$ cat src/rtl/datapath.sv
// Per-channel seizure-detection datapath: windowed energy and line-length features
// over 8 blocks of 32 samples, thresholded into a registered stimulation request.
module datapath #(
  parameter int DATA_WIDTH      = 16,
  parameter int UNIT_WIDTH      = 32,
  parameter int MID_WIDTH       = 37,
  parameter int OUTPUT_WIDTH    = 40,
  parameter int LL_MID_WIDTH    = 22,
  parameter int LL_OUTPUT_WIDTH = 25,
  parameter logic [OUTPUT_WIDTH-1:0]    E_THRESH  = 40'd1_000_000_000,
  parameter logic [LL_OUTPUT_WIDTH-1:0] LL_THRESH = 25'd200_000
) (
  input  logic                       clk,
  input  logic                       rst,
  input  logic                       en,
  input  logic [DATA_WIDTH-1:0]      din,
  output logic                       stimulation,
  output logic [OUTPUT_WIDTH-1:0]    energy_out,
  output logic [LL_OUTPUT_WIDTH-1:0] ll_out
);

  localparam int HIST_DEPTH = 8;
  localparam int PTR_WIDTH  = 3;

  // stage 0
  logic signed [DATA_WIDTH-1:0] x_q, x_d;
  logic signed [DATA_WIDTH-1:0] x_prev_q, x_prev_d;
  logic                         v1_q, v1_d;

  // stage 1
  logic [UNIT_WIDTH-1:0]        sq_q, sq_d;
  logic [DATA_WIDTH:0]          ad_q, ad_d;
  logic                         v2_q, v2_d;

  // stage 2
  logic [4:0]                   cnt_q, cnt_d;
  logic [MID_WIDTH-1:0]         e_acc_q, e_acc_d;
  logic [LL_MID_WIDTH-1:0]      ll_acc_q, ll_acc_d;
  logic [MID_WIDTH-1:0]         e_hist_q [HIST_DEPTH];
  logic [MID_WIDTH-1:0]         e_hist_d [HIST_DEPTH];
  logic [LL_MID_WIDTH-1:0]      ll_hist_q [HIST_DEPTH];
  logic [LL_MID_WIDTH-1:0]      ll_hist_d [HIST_DEPTH];
  logic [PTR_WIDTH-1:0]         wr_ptr_q, wr_ptr_d;
  logic [OUTPUT_WIDTH-1:0]      e_total_q, e_total_d;
  logic [LL_OUTPUT_WIDTH-1:0]   ll_total_q, ll_total_d;
  logic                         done_q, done_d;

  // stage 3
  logic                         stim_q, stim_d;
  logic [OUTPUT_WIDTH-1:0]      energy_out_q, energy_out_d;
  logic [LL_OUTPUT_WIDTH-1:0]   ll_out_q, ll_out_d;

  logic signed [2*DATA_WIDTH-1:0] prod;
  logic [DATA_WIDTH:0]            diff;
  logic [MID_WIDTH-1:0]           e_block_sum;
  logic [LL_MID_WIDTH-1:0]        ll_block_sum;

  always_comb begin
    prod = x_q * x_q;
    // sign-extended subtraction keeps the full difference range in DATA_WIDTH+1 bits
    diff = {x_q[DATA_WIDTH-1], x_q} - {x_prev_q[DATA_WIDTH-1], x_prev_q};
    e_block_sum  = e_acc_q + MID_WIDTH'(sq_q);
    ll_block_sum = ll_acc_q + LL_MID_WIDTH'(ad_q);
  end

  always_comb begin
    x_d          = x_q;
    x_prev_d     = x_prev_q;
    v1_d         = v1_q;
    sq_d         = sq_q;
    ad_d         = ad_q;
    v2_d         = v2_q;
    cnt_d        = cnt_q;
    e_acc_d      = e_acc_q;
    ll_acc_d     = ll_acc_q;
    e_hist_d     = e_hist_q;
    ll_hist_d    = ll_hist_q;
    wr_ptr_d     = wr_ptr_q;
    e_total_d    = e_total_q;
    ll_total_d   = ll_total_q;
    done_d       = done_q;
    stim_d       = stim_q;
    energy_out_d = energy_out_q;
    ll_out_d     = ll_out_q;

    // the whole pipeline only advances on an accepted sample
    if (en) begin
      x_d      = din;
      x_prev_d = x_q;
      v1_d     = 1'b1;

      sq_d = UNIT_WIDTH'(prod);
      ad_d = diff[DATA_WIDTH] ? -diff : diff;
      v2_d = v1_q;

      done_d = 1'b0;
      if (v2_q) begin
        cnt_d = cnt_q + 5'd1;
        if (cnt_q == 5'd31) begin
          e_hist_d[wr_ptr_q]  = e_block_sum;
          ll_hist_d[wr_ptr_q] = ll_block_sum;
          wr_ptr_d   = wr_ptr_q + 3'd1;
          e_total_d  = e_total_q + OUTPUT_WIDTH'(e_block_sum)
                       - OUTPUT_WIDTH'(e_hist_q[wr_ptr_q]);
          ll_total_d = ll_total_q + LL_OUTPUT_WIDTH'(ll_block_sum)
                       - LL_OUTPUT_WIDTH'(ll_hist_q[wr_ptr_q]);
          e_acc_d    = '0;
          ll_acc_d   = '0;
          done_d     = 1'b1;
        end else begin
          e_acc_d  = e_block_sum;
          ll_acc_d = ll_block_sum;
        end
      end

      if (done_q) begin
        stim_d       = (e_total_q > E_THRESH) && (ll_total_q > LL_THRESH);
        energy_out_d = e_total_q;
        ll_out_d     = ll_total_q;
      end
    end
  end

  always_ff @(posedge clk) begin
    if (!rst) begin
      x_q          <= '0;
      x_prev_q     <= '0;
      v1_q         <= 1'b0;
      sq_q         <= '0;
      ad_q         <= '0;
      v2_q         <= 1'b0;
      cnt_q        <= '0;
      e_acc_q      <= '0;
      ll_acc_q     <= '0;
      for (int i = 0; i < HIST_DEPTH; i++) begin
        e_hist_q[i]  <= '0;
        ll_hist_q[i] <= '0;
      end
      wr_ptr_q     <= '0;
      e_total_q    <= '0;
      ll_total_q   <= '0;
      done_q       <= 1'b0;
      stim_q       <= 1'b0;
      energy_out_q <= '0;
      ll_out_q     <= '0;
    end else begin
      x_q          <= x_d;
      x_prev_q     <= x_prev_d;
      v1_q         <= v1_d;
      sq_q         <= sq_d;
      ad_q         <= ad_d;
      v2_q         <= v2_d;
      cnt_q        <= cnt_d;
      e_acc_q      <= e_acc_d;
      ll_acc_q     <= ll_acc_d;
      for (int i = 0; i < HIST_DEPTH; i++) begin
        e_hist_q[i]  <= e_hist_d[i];
        ll_hist_q[i] <= ll_hist_d[i];
      end
      wr_ptr_q     <= wr_ptr_d;
      e_total_q    <= e_total_d;
      ll_total_q   <= ll_total_d;
      done_q       <= done_d;
      stim_q       <= stim_d;
      energy_out_q <= energy_out_d;
      ll_out_q     <= ll_out_d;
    end
  end

  assign stimulation = stim_q;
  assign energy_out  = energy_out_q;
  assign ll_out      = ll_out_q;

endmodule

$ cat config.mk
export PLATFORM = sky130hd
export DESIGN_NAME = datapath
export DESIGN_NICKNAME = d
export VERILOG_FILES = /design/src/rtl/datapath.sv
export SDC_FILE = /design/constraint.sdc
export NUM_CORES = 2
export LEC_CHECK = 0
export ABC_CLOCK_PERIOD_IN_PS = 12100
export CORE_AREA = 10 10 318 351
export CTS_BUF_LIST = sky130_fd_sc_hd__clkbuf_4
export DETAILED_ROUTE_END_ITERATION = 8
export DIE_AREA = 0 0 328 361
export PLACE_DENSITY = 0.68
export SYNTH_ARGS = -nofsm -noshare
export SYNTH_HDL_FRONTEND = slang
export SYNTH_SLANG_ARGS = --single-unit
export TNS_END_PERCENT = 50
$ cat constraint.sdc
create_clock -name clk -period 12.1 [get_ports clk]
set_clock_uncertainty 0.1 [all_clocks]
set_input_delay 3.63 -clock clk [delete_from_list [all_inputs] [get_ports clk]]
set_output_delay 3.63 -clock clk [all_outputs]
set_load 0.03 [all_outputs]
Yosys cells after proc, flatten, opt, wreduce, memory -nomap -nowiden
Index checks and enable logic that the tools add are counted.
W data, S select, Z words.

word-level totals
  bits in registers = 754
  input bits = 19
  output and inout bits = 66
  word-level logic and storage cells = 71

operators by class
  add/subtract/negate cells = 10
  multipliers = 1
  order comparisons = 4
  equal/unequal tests = 1
  multiplexer cells = 17
  bitwise operators = 1
  reduce and logical (&&, ||, !) cells = 5

operators by type and width
  cell                    count
  $bwmux W296             1
  $bwmux W176             1
  $mux W37                4
  $bmux W37 S3            1
  $demux W37 S3           1
  $mux W22                4
  $bmux W22 S3            1
  $demux W22 S3           1
  $add A40 B37 Y40        1
  $gt A40 B30 Y1 const B  1
  $sub A40 B37 Y40        1
  $add A37 B32 Y37        1
  $mul A16 B16 Y32        1
  $add A25 B22 Y25        1
  $gt A25 B18 Y1 const B  1
  $sub A25 B22 Y25        1
  $add A22 B17 Y22        1
  $mux W17                1
  $neg A17 Y17            1
  $sub A16 B16 Y17        1
  $add A5 B1 Y5 const B   1
  $eq A5 B5 Y1 const B    1
  $ge A4 B4 Y1 const B    1
  $lt A4 B1 Y1 const B    1
  6 further kinds         9

Depth between registers and ports, before layout
  depth after elaboration = 6
  depth in mapped cells = 26
  depth with buffers taken out = 25

Worst setup path before layout
OpenSTA, ideal clock, no wires.

  path type = flip-flop to flip-flop
  from = register x_q[15]
  to = register sq_q[30]
  library setup time = 0.122 ns
  data arrival time = 6.241 ns
  data required time = 11.878 ns
  setup slack = 5.637 ns
  cell stages (with the launch flop) = 26
  path buffers = 2
  period minus slack after synthesis = 6.463 ns
  cells stage by stage = dfxtp_1 clkbuf_1 clkinv_1 buf_1 nor2_1 fa_1 fa_1 inv_1 fa_1 inv_1 fa_1 fa_1 inv_1 fa_1 inv_1 ha_1 inv_1 a21oi_1 o21ai_0 a21oi_1 nor4_1 o21a_1 nand2b_1 o2111ai_1 and3_1 a311o_1

on the way
  word-level cells in the longest chain between the ends = 1

RTL lines
  what                      RTL line  RTL
  start: declaration        26        logic signed [DATA_WIDTH-1:0] x_q, x_d;
  start signal: assignment  126       x_q <= '0;
  start signal: assignment  147       x_q <= x_d;
  $mul A16 B16 Y32          59        prod = x_q * x_q;
  end signal: assignment    150       sq_q <= sq_d;
  end: declaration          31        logic [UNIT_WIDTH-1:0] sq_q, sq_d;

Every way passes these cells.
A chain may end at the register's enable or synchronous reset.

Final worst setup path
Ends and elaborated chain as after synthesis.

==> flow_metrics.env <==
export IMPL_cts_made_buffers=188
export IMPL_portion_of_the_post_synthesis_area_used_by_sequential_elements=0.323
export IMPL_min_period_over_period=0.589
export IMPL_layout_drive_gt1_share=0.106
export IMPL_max_slew_worst_pin_slew_ps=1140
export IMPL_required_ps=12900
export IMPL_final_cell_area_sq_um=51200
export IMPL_dpl_cell_area_sq_um=48800
export IMPL_io_buffers=84
export IMPL_vias_per_cell=5.42
export IMPL_starting_density=0.446
export IMPL_setup_total_negative_slack_ps=0
export IMPL_synth_net_count=5986
export IMPL_gpl_final_weighted_congestion=0.899
export IMPL_grtUsageTotal=0.204
export IMPL_cts_clk_slew_worst_paths_ps=60
export IMPL_hold_path_startpoint="e_hist_q[157]"
export IMPL_r2r_start="x_q[15]"
export IMPL_nets=6033
export IMPL_timing_critical_path_from_type="flip-flop"
export IMPL_rsz_0062_raised_after_global_routing="no"
export IMPL_ios=85
export IMPL_power_static_leakage_nw=20.7
export IMPL_num_rows=125
export IMPL_vdd_ir_drop_max_mv=0.0810
export IMPL_cts_buffer_depth=3
export IMPL_setup_worst_path_class="reg2reg"
export IMPL_arrival_ps=7930
export IMPL_synth_ff_type="sky130_fd_sc_hd__dfxtp_1"
export IMPL_drc=0
export IMPL_htree_levels=4
export IMPL_max_freq_ghz=0.140
export IMPL_clock_tree_root_cell="sky130_fd_sc_hd__clkbuf_4"
export IMPL_postCtsHoldBufs=0
export IMPL_cts_tree="done"
export IMPL_final_antenna_net_count=0
export IMPL_yosys_register_bits=752
export IMPL_grt_remaining_overflow=0
export IMPL_status="finished, final reports clean"
export IMPL_layout_cells_most_common_list="sky130_fd_sc_hd__nand2_1, sky130_fd_sc_hd__dfxtp_1, sky130_fd_sc_hd__a21oi_1, sky130_fd_sc_hd__inv_1, sky130_fd_sc_hd__nor2_1"
export IMPL_postSynth_asyncResetShare=0
export IMPL_slew_headroom=0.237
export IMPL_areaGrowthSynthToFinish_pct=9.87
export IMPL_clock_insertion_delay_worst_skew_ps=1040
export IMPL_timing_critical_path_fanout_max=20
export IMPL_dieWidth_um=328
export IMPL_syn_mean_instance_area_sq_um=8.57
export IMPL_timing_max_cap_violations=0
export IMPL_cellPowerDensity_nw_per_um2=128
export IMPL_synth_edff_count=0
export IMPL_yosys_cell_types_count=80
export IMPL_synth_cells=5442
export IMPL_antenna_found_initial=3
export IMPL_dr_pass1_iters=6
export IMPL_floorplan_core_area_sq_um=105000
export IMPL_crit_path_end_kind="flip-flop"
export IMPL_tritoncts_num_sinks=752
export IMPL_avgRoutedWirePerCell_um=17.4
export IMPL_grt_max_degree=224
export IMPL_detailedPlacementHpwl_um=84300
export IMPL_die_height_um=361
export IMPL_mappedNetlistArea_sq_um=46600
export IMPL_routed_wirelength_um=122000
export IMPL_die_area_sq_um=118000
export IMPL_grt_pass1_vias=37900
export IMPL_cts_setup_buffers=0
export IMPL_final_max_slew_violation_count=0
export IMPL_number_of_gates_resized_after_cts=0
export IMPL_hold_path_class="reg2reg"
export IMPL_yosysWarnings=0
export IMPL_num_vias=38100
export IMPL_setup_worst_path_start="x_q[15]"
export IMPL_mostFrequentLayoutCell="sky130_fd_sc_hd__nand2_1"
export IMPL_grt_pass1_wl_um=199000
export IMPL_drtIter0Drc=2808
export IMPL_total_count_of_hold_check_failures_in_the_final_report=0
export IMPL_final_min_clock_period_ps=7130
export IMPL_setup_violations_final=0
-- state kept, by name, summed over array words and instances, names as in the netlist --
signal and flops:
e_hist_q 296, ll_hist_q 176, e_total_q 40, energy_out 40, e_acc_q 37, sq_q 30
ll_out 25, ll_total_q 25, ll_acc_q 22, ad_q 17, x_prev_q 16, x_q 16
cnt_q 5, wr_ptr_q 3, done_q 1, stimulation 1, v1_q 1, v2_q 1
-- area by class of cell --
| type | instances | area, sq um |
|---|---|---|
| diodes | 2 | 5.00 |
| inverters | 544 | 2050 |
| repair buffers | 169 | 1500 |
| fillers | 9922 | 53400 |
| multi-input cells | 3834 | 28500 |
| clock buffers | 277 | 2080 |
| well taps | 1397 | 1750 |
| clock inverters | 50 | 312 |
| flip-flops and latches | 752 | 15100 |
-- logic make-up after synthesis --
kind of cell,Yosys count,synth area share
buffers and inverters,856,0.0689
XOR/XNOR,161,0.0307
adder cells (fa/ha/maj),525,0.189
flip-flops,752,0.323
AO/OA/AOI/OAI,1188,0.150
multiplexers,230,0.0818
AND/OR/NAND/NOR,1730,0.157
-- synthesized netlist by cell type, types with 5 or more instances --
| library cell | instances | area (sq um) |
|---|---|---|
| sky130_fd_sc_hd__nand2_1 | 929 | 3490 |
| sky130_fd_sc_hd__a311oi_1 | 5 | 43.8 |
| sky130_fd_sc_hd__or2_2 | 9 | 56.3 |
| sky130_fd_sc_hd__a2111oi_0 | 12 | 105 |
| sky130_fd_sc_hd__buf_1 | 32 | 120 |
| sky130_fd_sc_hd__a22oi_1 | 38 | 285 |
| sky130_fd_sc_hd__a311o_1 | 6 | 60.1 |
| sky130_fd_sc_hd__xnor2_1 | 108 | 946 |
| sky130_fd_sc_hd__dfxtp_1 | 752 | 15100 |
| sky130_fd_sc_hd__a21oi_1 | 651 | 3260 |
| sky130_fd_sc_hd__nor2b_1 | 21 | 131 |
| sky130_fd_sc_hd__mux4_2 | 118 | 2660 |
| sky130_fd_sc_hd__and2_1 | 65 | 407 |
| sky130_fd_sc_hd__a21boi_0 | 7 | 52.6 |
| sky130_fd_sc_hd__a31o_2 | 10 | 87.6 |
| sky130_fd_sc_hd__o21ai_0 | 164 | 821 |
| sky130_fd_sc_hd__fa_1 | 296 | 5930 |
| sky130_fd_sc_hd__o211ai_1 | 15 | 113 |
| sky130_fd_sc_hd__a211oi_1 | 67 | 503 |
| sky130_fd_sc_hd__nor2_1 | 437 | 1640 |
| sky130_fd_sc_hd__o21bai_1 | 20 | 150 |
| sky130_fd_sc_hd__nand2b_1 | 28 | 175 |
| sky130_fd_sc_hd__o21a_1 | 14 | 105 |
| sky130_fd_sc_hd__mux2i_1 | 82 | 821 |
| sky130_fd_sc_hd__a31oi_1 | 26 | 163 |
| sky130_fd_sc_hd__a21o_1 | 69 | 518 |
| sky130_fd_sc_hd__ha_1 | 229 | 2870 |
| sky130_fd_sc_hd__o31ai_1 | 18 | 135 |
| sky130_fd_sc_hd__and3_1 | 24 | 150 |
| sky130_fd_sc_hd__o311ai_0 | 10 | 87.6 |
| sky130_fd_sc_hd__nor4_1 | 17 | 106 |
| sky130_fd_sc_hd__o21ai_1 | 7 | 35.0 |
| sky130_fd_sc_hd__nor3b_1 | 5 | 37.5 |
| sky130_fd_sc_hd__nand4_1 | 20 | 125 |
| sky130_fd_sc_hd__mux2_2 | 30 | 338 |
| sky130_fd_sc_hd__nand3_1 | 80 | 400 |
| sky130_fd_sc_hd__or3_1 | 21 | 131 |
| sky130_fd_sc_hd__nor3_1 | 49 | 245 |
| sky130_fd_sc_hd__inv_1 | 541 | 2030 |
| sky130_fd_sc_hd__xor2_1 | 50 | 438 |
| sky130_fd_sc_hd__clkbuf_1 | 279 | 1050 |
| sky130_fd_sc_hd__o2111ai_1 | 8 | 70.1 |
-- critical path: stages (launching register included) --
cell                        delay [ps]
sky130_fd_sc_hd__dfxtp_1           300
sky130_fd_sc_hd__buf_4             240
sky130_fd_sc_hd__clkinv_1          500
sky130_fd_sc_hd__nor2_1            410
sky130_fd_sc_hd__fa_1              520
sky130_fd_sc_hd__inv_1             220
sky130_fd_sc_hd__fa_1              440
sky130_fd_sc_hd__inv_1              90
sky130_fd_sc_hd__fa_1              430
sky130_fd_sc_hd__fa_1              470
sky130_fd_sc_hd__fa_1              540
sky130_fd_sc_hd__inv_1              50
sky130_fd_sc_hd__fa_1              520
sky130_fd_sc_hd__inv_1              40
sky130_fd_sc_hd__ha_1              330
sky130_fd_sc_hd__o21ai_0           170
sky130_fd_sc_hd__a21oi_1            80
sky130_fd_sc_hd__o21ai_0           240
sky130_fd_sc_hd__a21oi_1           100
sky130_fd_sc_hd__nor4_1            180
sky130_fd_sc_hd__o21a_1            190
sky130_fd_sc_hd__nand2b_1          170
sky130_fd_sc_hd__o2111ai_1         170
sky130_fd_sc_hd__and3_1            180
sky130_fd_sc_hd__a311o_1           300
-- stage by stage --
step / utilization / hold WS, ps / power [mW] / instances / setup WS (ps)
after floorplan: - / 332 / 3.97 / 5442 / 5640
after global placement: 0.467 / 338 / 4.43 / 6696 / 4860
after detailed placement: 0.467 / 343 / 4.45 / 6696 / 4790
after CTS: 0.490 / 352 / 6.62 / 7023 / 4930
after global routing: 0.490 / 366 / 6.99 / 7024 / 4400
final: 0.490 / 352 / 6.57 / 7025 / 4970
-- final timing paths --
path / endpoint / slack, ps / cells past startpoint
worst max-delay path: sq_q[30] / 4970 / 24
worst min-delay path: e_hist_q[157] / 350 / 2
worst max register to register: sq_q[30] / 4970 / 24
worst min register to register: e_hist_q[157] / 350 / 2
-- power by group --
part	internal, mW	switching, mW
sequential	2.51	0.0454
combinational	0.719	1.14
clock	1.11	1.04
total	4.34	2.22
-- metal layers --
layer  share of wire  track usage  vias to the layer above
met2            0.48        0.344                     1159
met5         0.00011            0                        -
met1            0.43        0.261                    18300
met3           0.067       0.0396                      232
met4           0.025       0.0655                        2
li1                -            -                    18400
No activity file was read; power rests on OpenSTA's default activity.
